File: src/rtl/mult_fu_pipe.sv
// mult_fu_pipe: pipelined RV32M multiply unit (MUL/MULH/MULHSU/MULHU) for one complete_stage slot.
//
// Operands are extended to 2*XLEN bits at issue. Each stage multiplies the shifted multiplicand
// by a W-bit digit of the multiplier and adds the result into a running accumulator. After
// NUM_STAGE stages the accumulator holds the full 2*XLEN-bit product. Stages advance with
// per-stage handshakes, so bubbles collapse while the output is stalled.
//
// Ports:
//   clock, reset         rising-edge clock, synchronous active-high reset
//   squash               flush all in-flight ops, drop a concurrent issue
//   issue_*              op from issue: valid, func (0 MUL,1 MULH,2 MULHSU,3 MULHU), rs1, rs2, dest
//   fu_ready             stage 0 can take an op this cycle (combinational)
//   fu_finish            result valid toward complete_stage
//   fu_c_stall           complete_stage did not take the result this cycle
//   out_dest_pr          destination physical register of the finishing op
//   out_dest_value       low half (MUL) or high half (MULH*) of the product
//   out_if_take_branch   always 0
module mult_fu_pipe #(
   parameter int unsigned NUM_STAGE = 4,
   parameter int unsigned XLEN      = 32,
   parameter int unsigned PR        = 6
) (
   input  logic            clock,
   input  logic            reset,
   input  logic            squash,
   input  logic            issue_valid,
   input  logic [1:0]      issue_func,
   input  logic [XLEN-1:0] issue_rs1,
   input  logic [XLEN-1:0] issue_rs2,
   input  logic [PR-1:0]   issue_dest_pr,
   output logic            fu_ready,
   output logic            fu_finish,
   input  logic            fu_c_stall,
   output logic [PR-1:0]   out_dest_pr,
   output logic [XLEN-1:0] out_dest_value,
   output logic            out_if_take_branch
);

   localparam int unsigned DW   = 2 * XLEN;
   localparam int unsigned W    = DW / NUM_STAGE;
   localparam int unsigned Last = NUM_STAGE - 1;

   localparam logic [1:0] FuncMul   = 2'd0;
   localparam logic [1:0] FuncMulh  = 2'd1;
   localparam logic [1:0] FuncMulhu = 2'd3;

   // Pipeline state, one entry per stage
   logic [NUM_STAGE-1:0] valid_q, valid_d;
   logic [1:0]           func_q   [NUM_STAGE];
   logic [1:0]           func_d   [NUM_STAGE];
   logic [PR-1:0]        pr_q     [NUM_STAGE];
   logic [PR-1:0]        pr_d     [NUM_STAGE];
   logic [DW-1:0]        mcand_q  [NUM_STAGE];
   logic [DW-1:0]        mcand_d  [NUM_STAGE];
   logic [DW-1:0]        mplier_q [NUM_STAGE];
   logic [DW-1:0]        mplier_d [NUM_STAGE];
   logic [DW-1:0]        acc_q    [NUM_STAGE];
   logic [DW-1:0]        acc_d    [NUM_STAGE];

   // Values that would be written into stage k if it loads this cycle
   logic [1:0]           step_func   [NUM_STAGE];
   logic [PR-1:0]        step_pr     [NUM_STAGE];
   logic [DW-1:0]        step_mcand  [NUM_STAGE];
   logic [DW-1:0]        step_mplier [NUM_STAGE];
   logic [DW-1:0]        step_acc    [NUM_STAGE];

   logic [NUM_STAGE-1:0] adv;   // stage k hands its op onward this cycle
   logic [NUM_STAGE-1:0] load;  // stage k receives a new op this cycle
   logic                 issue_acc;
   logic                 rs1_signed, rs2_signed;
   logic [DW-1:0]        ext_rs1, ext_rs2;

   // ------------------------------------------------------------------
   // Handshake: evaluated from the output backwards so a stage may move
   // into a slot that is being vacated in the same cycle.
   // ------------------------------------------------------------------
   always_comb begin : adv_comb
      logic moving;
      adv       = '0;
      moving    = valid_q[Last] & ~fu_c_stall;
      adv[Last] = moving;
      for (int k = int'(NUM_STAGE) - 2; k >= 0; k--) begin
         moving = valid_q[k] & (~valid_q[k+1] | moving);
         adv[k] = moving;
      end
   end

   assign fu_ready  = ~valid_q[0] | adv[0];
   assign issue_acc = issue_valid & fu_ready & ~squash;

   always_comb begin : load_comb
      load    = '0;
      load[0] = issue_acc;
      for (int k = 1; k < int'(NUM_STAGE); k++) begin
         load[k] = adv[k-1];
      end
   end

   // ------------------------------------------------------------------
   // Operand extension at issue
   // ------------------------------------------------------------------
   always_comb begin : ext_comb
      rs1_signed = (issue_func != FuncMulhu);
      rs2_signed = (issue_func == FuncMul) || (issue_func == FuncMulh);
      ext_rs1    = {{XLEN{rs1_signed & issue_rs1[XLEN-1]}}, issue_rs1};
      ext_rs2    = {{XLEN{rs2_signed & issue_rs2[XLEN-1]}}, issue_rs2};
   end

   // ------------------------------------------------------------------
   // Per-stage partial-product step. Products are truncated to DW bits;
   // with sign-extended operands this yields the exact signed product.
   // ------------------------------------------------------------------
   always_comb begin : step_comb
      step_func[0]   = issue_func;
      step_pr[0]     = issue_dest_pr;
      step_acc[0]    = ext_rs1 * DW'(ext_rs2[W-1:0]);
      step_mcand[0]  = ext_rs1 << W;
      step_mplier[0] = ext_rs2 >> W;
      for (int k = 1; k < int'(NUM_STAGE); k++) begin
         step_func[k]   = func_q[k-1];
         step_pr[k]     = pr_q[k-1];
         step_acc[k]    = acc_q[k-1] + mcand_q[k-1] * DW'(mplier_q[k-1][W-1:0]);
         step_mcand[k]  = mcand_q[k-1] << W;
         step_mplier[k] = mplier_q[k-1] >> W;
      end
   end

   // ------------------------------------------------------------------
   // Next state: load, drain, or hold
   // ------------------------------------------------------------------
   always_comb begin : next_comb
      valid_d = valid_q;
      for (int k = 0; k < int'(NUM_STAGE); k++) begin
         func_d[k]   = func_q[k];
         pr_d[k]     = pr_q[k];
         mcand_d[k]  = mcand_q[k];
         mplier_d[k] = mplier_q[k];
         acc_d[k]    = acc_q[k];
         if (load[k]) begin
            valid_d[k]  = 1'b1;
            func_d[k]   = step_func[k];
            pr_d[k]     = step_pr[k];
            mcand_d[k]  = step_mcand[k];
            mplier_d[k] = step_mplier[k];
            acc_d[k]    = step_acc[k];
         end else if (adv[k]) begin
            valid_d[k] = 1'b0;
         end
      end
      // Flush only invalidates; stale data fields are never observed
      if (squash) begin
         valid_d = '0;
      end
   end

   always_ff @(posedge clock) begin
      if (reset) begin
         valid_q <= '0;
         for (int k = 0; k < int'(NUM_STAGE); k++) begin
            func_q[k]   <= '0;
            pr_q[k]     <= '0;
            mcand_q[k]  <= '0;
            mplier_q[k] <= '0;
            acc_q[k]    <= '0;
         end
      end else begin
         valid_q <= valid_d;
         for (int k = 0; k < int'(NUM_STAGE); k++) begin
            func_q[k]   <= func_d[k];
            pr_q[k]     <= pr_d[k];
            mcand_q[k]  <= mcand_d[k];
            mplier_q[k] <= mplier_d[k];
            acc_q[k]    <= acc_d[k];
         end
      end
   end

   // ------------------------------------------------------------------
   // Outputs come straight from the last stage, so they hold under stall
   // ------------------------------------------------------------------
   always_comb begin : out_comb
      fu_finish          = valid_q[Last];
      out_dest_pr        = pr_q[Last];
      out_if_take_branch = 1'b0;
      if (func_q[Last] == FuncMul) begin
         out_dest_value = acc_q[Last][XLEN-1:0];
      end else begin
         out_dest_value = acc_q[Last][DW-1:XLEN];
      end
   end

endmodule
File: config.mk
export PLATFORM = sky130hd
export DESIGN_NAME = mult_fu_pipe
export DESIGN_NICKNAME = d
export VERILOG_FILES = /design/src/rtl/mult_fu_pipe.sv
export SDC_FILE = /design/constraint.sdc
export NUM_CORES = 2
export LEC_CHECK = 0
export ABC_CLOCK_PERIOD_IN_PS = 9040
export CORE_MARGIN = 10
export CORE_UTILIZATION = 40
export CTS_CLUSTER_DIAMETER = 200
export DETAILED_ROUTE_END_ITERATION = 7
export SLEW_MARGIN = 10
export SYNTH_ARGS = -nofsm -noshare
export SYNTH_HDL_FRONTEND = slang
export SYNTH_SLANG_ARGS = --single-unit
File: constraint.sdc
create_clock -name clock -period 9.04 [get_ports clock]
set_clock_uncertainty 0.05 [all_clocks]
set_input_delay 1.356 -clock clock [delete_from_list [all_inputs] [get_ports clock]]
set_output_delay 1.356 -clock clock [all_outputs]
set_load 0.03 [all_outputs]
==> metrics.md <==
| Metric | Value |
|---|---|
| Crit-path cells | clkdlybuf4s50_1, and2_1, fa_1, inv_1, fa_1, fa_1, inv_1, fa_1, fa_1, inv_1, fa_1, inv_1, ha_1, and3_1, and2_1, a221oi_1, nor2_1, a21oi_1, a21boi_1, o21ai_1, o221ai_1, mux2i_1, o31ai_1 |
| Synth Cell Area | 61,200 um^2 |
| Multi-input combinational cell area | 46,100 um^2 |
| Critical path endpoint category | flip-flop |
| Dominant synthesized flop cell | dfxtp_1 |
| Critical Path Most Common Cell | fa_1 |
| Final WS setup | 1.15 ns |
| Worst EP required | 9.46 ns |
| Pin count of the biggest net entering global routing | 114 |
| Critical-path top delay cell | clkdlybuf4s50_1 |
| CTS HTree Levels | 2 |
| Post-Place Worst Slack | 0.588 ns |
| First-pass GRT wire length | 261,000 um |
| TritonCTS Buffers | 44 |
| Crit path max-delay family | adder cells |
| Clock latency at the later pin of the worst-skew pair | 0.62 ns |
| WP data arrival | 8.32 ns |
| Synth top area cells | fa_1 (44%), dfxtp_1 (12%), inv_1 (10%) |
| Worst rel slew slack | 17.1% |
| Max Cap Violations | 0 |
| Hold endpoint | acc_q[2][53]$_SDFFE_PP0P_ |
| Top cells by count, synth | inv_1 (1,655), nand2_1 (1,418), fa_1 (1,345), a21oi_1 (450), and2_1 (402) |
| Fill cell count | 15,100 |
| Status | completed |
| Drt pass-1 iters | 5 |
| Crit path kind | input port to flip-flop |
| Routability cong. | 0.891 |
| Clock Power Share | 10.3% |
| Root Driver | clkbuf_16 |
| Total Die Area | 169,000 um^2 |
| Syn. warnings | 0 |
| Worst Path Buf+Inv | 5 |
| Total vias in the final route | 44,200 |
| Reg power frac | 10.4% |
| Max clock buf depth | 3 |
| Register area | 7570 um^2 |
| Cts repair resizes | 0 |
| Number of DRC markers in iteration 0 | 2,670 |
| Worst setup SP type | input port |
| F_max | 127 MHz |
| DRC viols | 0 |
| Clock slew at reported path FFs | 0.06 ns |
| Grt met1 use | 26.3% |
| Ys async rst share | 0% |
| Initial Util | 40.3% |
| RSZ-0062 raised after global routing | no |
| Die W | 411 um |
| Reg2reg start | mplier_q[0][2]$_SDFFE_PP0P_ |
| GRT Max-Usage Layer | met2 |
| Post-CTS setup buffer count | 0 |
| Die H | 411 um |
| Synth area leader | fa_1 |
| CTS tree | done |
| Sw frac | 53.2% |
| GRT Total Usage | 19.1% |
| Post-synthesis sequential area ratio | 12.4% |
| Setup TNS | 0 ns |
| Syn Area/Cell | 8.70 um^2 |
| Worst Hold Depth | 2 |
| Total wire length | 159,000 um |
| GRT met3 Usage | 3.35% |
| Vias in the first global route | 48,200 |
| Synth cell types | 82 |
| R2R Setup Slk | 1.16 ns |
| Drt via density | 4.91 |
| Number of port buffers | 116 |
| Worst-margin pin slew | 1.24 ns |
| CP Max Fanout | 15 |
| Io pins | 118 |
| Count of hold buffers inserted by post-cts repair | 0 |
| EDFF count, synth | 0 |
| PwrDens | 272 nW/um^2 |
| Fin crit share | 87.3% |
| Post-synthesis register bit count | 378 |
| Setup violations, final | 0 |
| HPWL after DPL | 129,000 um |
| Layout Area Growth over Synthesis | 7.61% |
| Clk sinks | 378 |
| Cell leakage power | 31.6 nW |
| Initial antenna violation count | 2 |
| Met2 Use GR | 31.3% |
| Core footprint | 152,000 um^2 |
| Hold path startpoint | acc_q[2][53]$_SDFFE_PP0P_ |
| Max Slew Vio Count | 0 |
| VDD IR max | 814 uV |
| Final hold violation count | 0 |
| CP peak stage delay | 0.88 ns |
| Overflow after GRT | 0 |
| Nets | 8,680 |
| Proportion of layout cells with a drive suffix above 1 | 3.30% |
| Routed WL per cell | 17.6 um |
| Int Pwr | 8.37 mW |
| Final min period | 7.89 ns |
| Core Rows | 143 |
| Reg2Reg Depth | 22 |
| Cell count along the critical path | 23 |
| Post-Synthesis Cells | 7,030 |
| Top-count cell post-synth | inv_1 |
| Synth Net Count | 8,763 |
| Sw power | 9.53 mW |
| Combinational Power Share | 79.3% |
| Worst hold path class | flip-flop to flip-flop |
| Final ANT Viol Nets | 0 |
| FF-to-FF End | acc_q[1][56]$_SDFFE_PP0P_ |
| Synth top area share | 44.0% |
-- area by class of cell --
cell class / instances / share of cell area (%)
diodes: 2 / 0.00760
clock buffers: 60 / 1.93
clock inverters: 19 / 0.327
inverters: 1655 / 9.44
multi-input cells: 4661 / 70.1
flip-flops and latches: 378 / 11.5
well taps: 2030 / 3.86
repair buffers: 207 / 2.84
-- flip-flops by register name, summed over array words and instances (netlist names) --
signal	flops
mplier_q	19
pr_q	24
mcand_q	81
func_q	8
acc_q	242
valid_q	4
-- through the flow --
stage / utilization, % / hold slack [ns] / instance area, um^2 / cells / total power [mW]
after global placement: 42.4 / 0.387 / 64300 / 8931 / 15.7
after floorplan: - / 0.375 / 61200 / 7030 / 11.9
after detailed placement: 42.4 / 0.393 / 64300 / 8931 / 15.8
after global routing: 43.3 / 0.416 / 65800 / 9012 / 19.7
final: 43.3 / 0.399 / 65800 / 9012 / 17.9
after CTS: 43.3 / 0.402 / 65800 / 9010 / 17.7
-- power groups by stage --
| stage | combinational, mW | clock, mW | sequential (mW) |
|---|---|---|---|
| 3_5_place_dp | 13.9 | 0 | 1.90 |
| 5_1_grt | 15.9 | 1.94 | 1.88 |
| 6_report | 14.2 | 1.84 | 1.87 |
| 3_3_place_gp | 13.8 | 0 | 1.90 |
| 2_1_floorplan | 10.1 | 0 | 1.82 |
| 4_1_cts | 14.0 | 1.88 | 1.87 |
-- how the worst max path moves through the flow --
stage,end,slack (ns),start
after global routing,acc_q[0][34]$_SDFFE_PP0P_,0.82,issue_rs1[17]
after global placement,acc_q[0][34]$_SDFFE_PP0P_,0.59,issue_rs1[17]
after floorplan,acc_q[0][47]$_SDFFE_PP0P_,1.75,issue_rs1[31]
final,acc_q[0][34]$_SDFFE_PP0P_,1.15,issue_rs1[17]
after CTS,acc_q[0][48]$_SDFFE_PP0P_,1.22,issue_rs1[16]
after detailed placement,acc_q[0][42]$_SDFFE_PP0P_,0.59,issue_rs1[17]
-- layer usage --
layer	up-vias	part of all wire (%)	routed length, um
met4	0	2.2	3570
met5	-	0	0
met3	219	6.5	10300
li1	20500	-	-
met2	1156	46	73300
met1	22400	45	71500
-- worst register-to-register path, delay by kind of cell, from the launching register on --
kind | cells | cell delay (ns)
AO/OA/AOI/OAI | 7 | 2.13
XOR/XNOR | 1 | 0.17
buffers and inverters | 4 | 0.54
AND/OR/NAND/NOR | 3 | 0.33
flip-flops | 1 | 1.11
adder cells (fa/ha/maj) | 7 | 3.47
-- cell families after synthesis --
group                    synth area share [%]
XOR/XNOR                                 2.23
AND/OR/NAND/NOR                          15.0
multiplexers                            0.669
other                                 0.00613
flip-flops                               12.4
adder cells (fa/ha/maj)                  50.4
buffers and inverters                    12.3
AO/OA/AOI/OAI                            7.10
-- cells in the final DEF, fill, tap and decap left out, types with 15 or more instances in the layout --
cell,Yosys,routed
a211oi_1,25,25
a21o_1,55,55
a21oi_1,450,450
and2_1,402,400
buf_4,7,89
clkbuf_16,0,45
clkdlybuf4s50_1,0,114
dfxtp_1,378,372
fa_1,1345,1345
ha_1,311,311
inv_1,1655,1655
mux2_2,31,31
nand2_1,1418,1416
nand3_1,28,28
nand4_1,19,19
nor2_1,95,94
nor2b_1,16,15
nor3_1,20,20
o21a_1,21,21
o21ai_0,37,37
o21ai_1,30,30
o21bai_1,17,17
xnor2_1,116,116
xor2_1,40,40
Note: power is estimated with default switching activity, not from simulation.
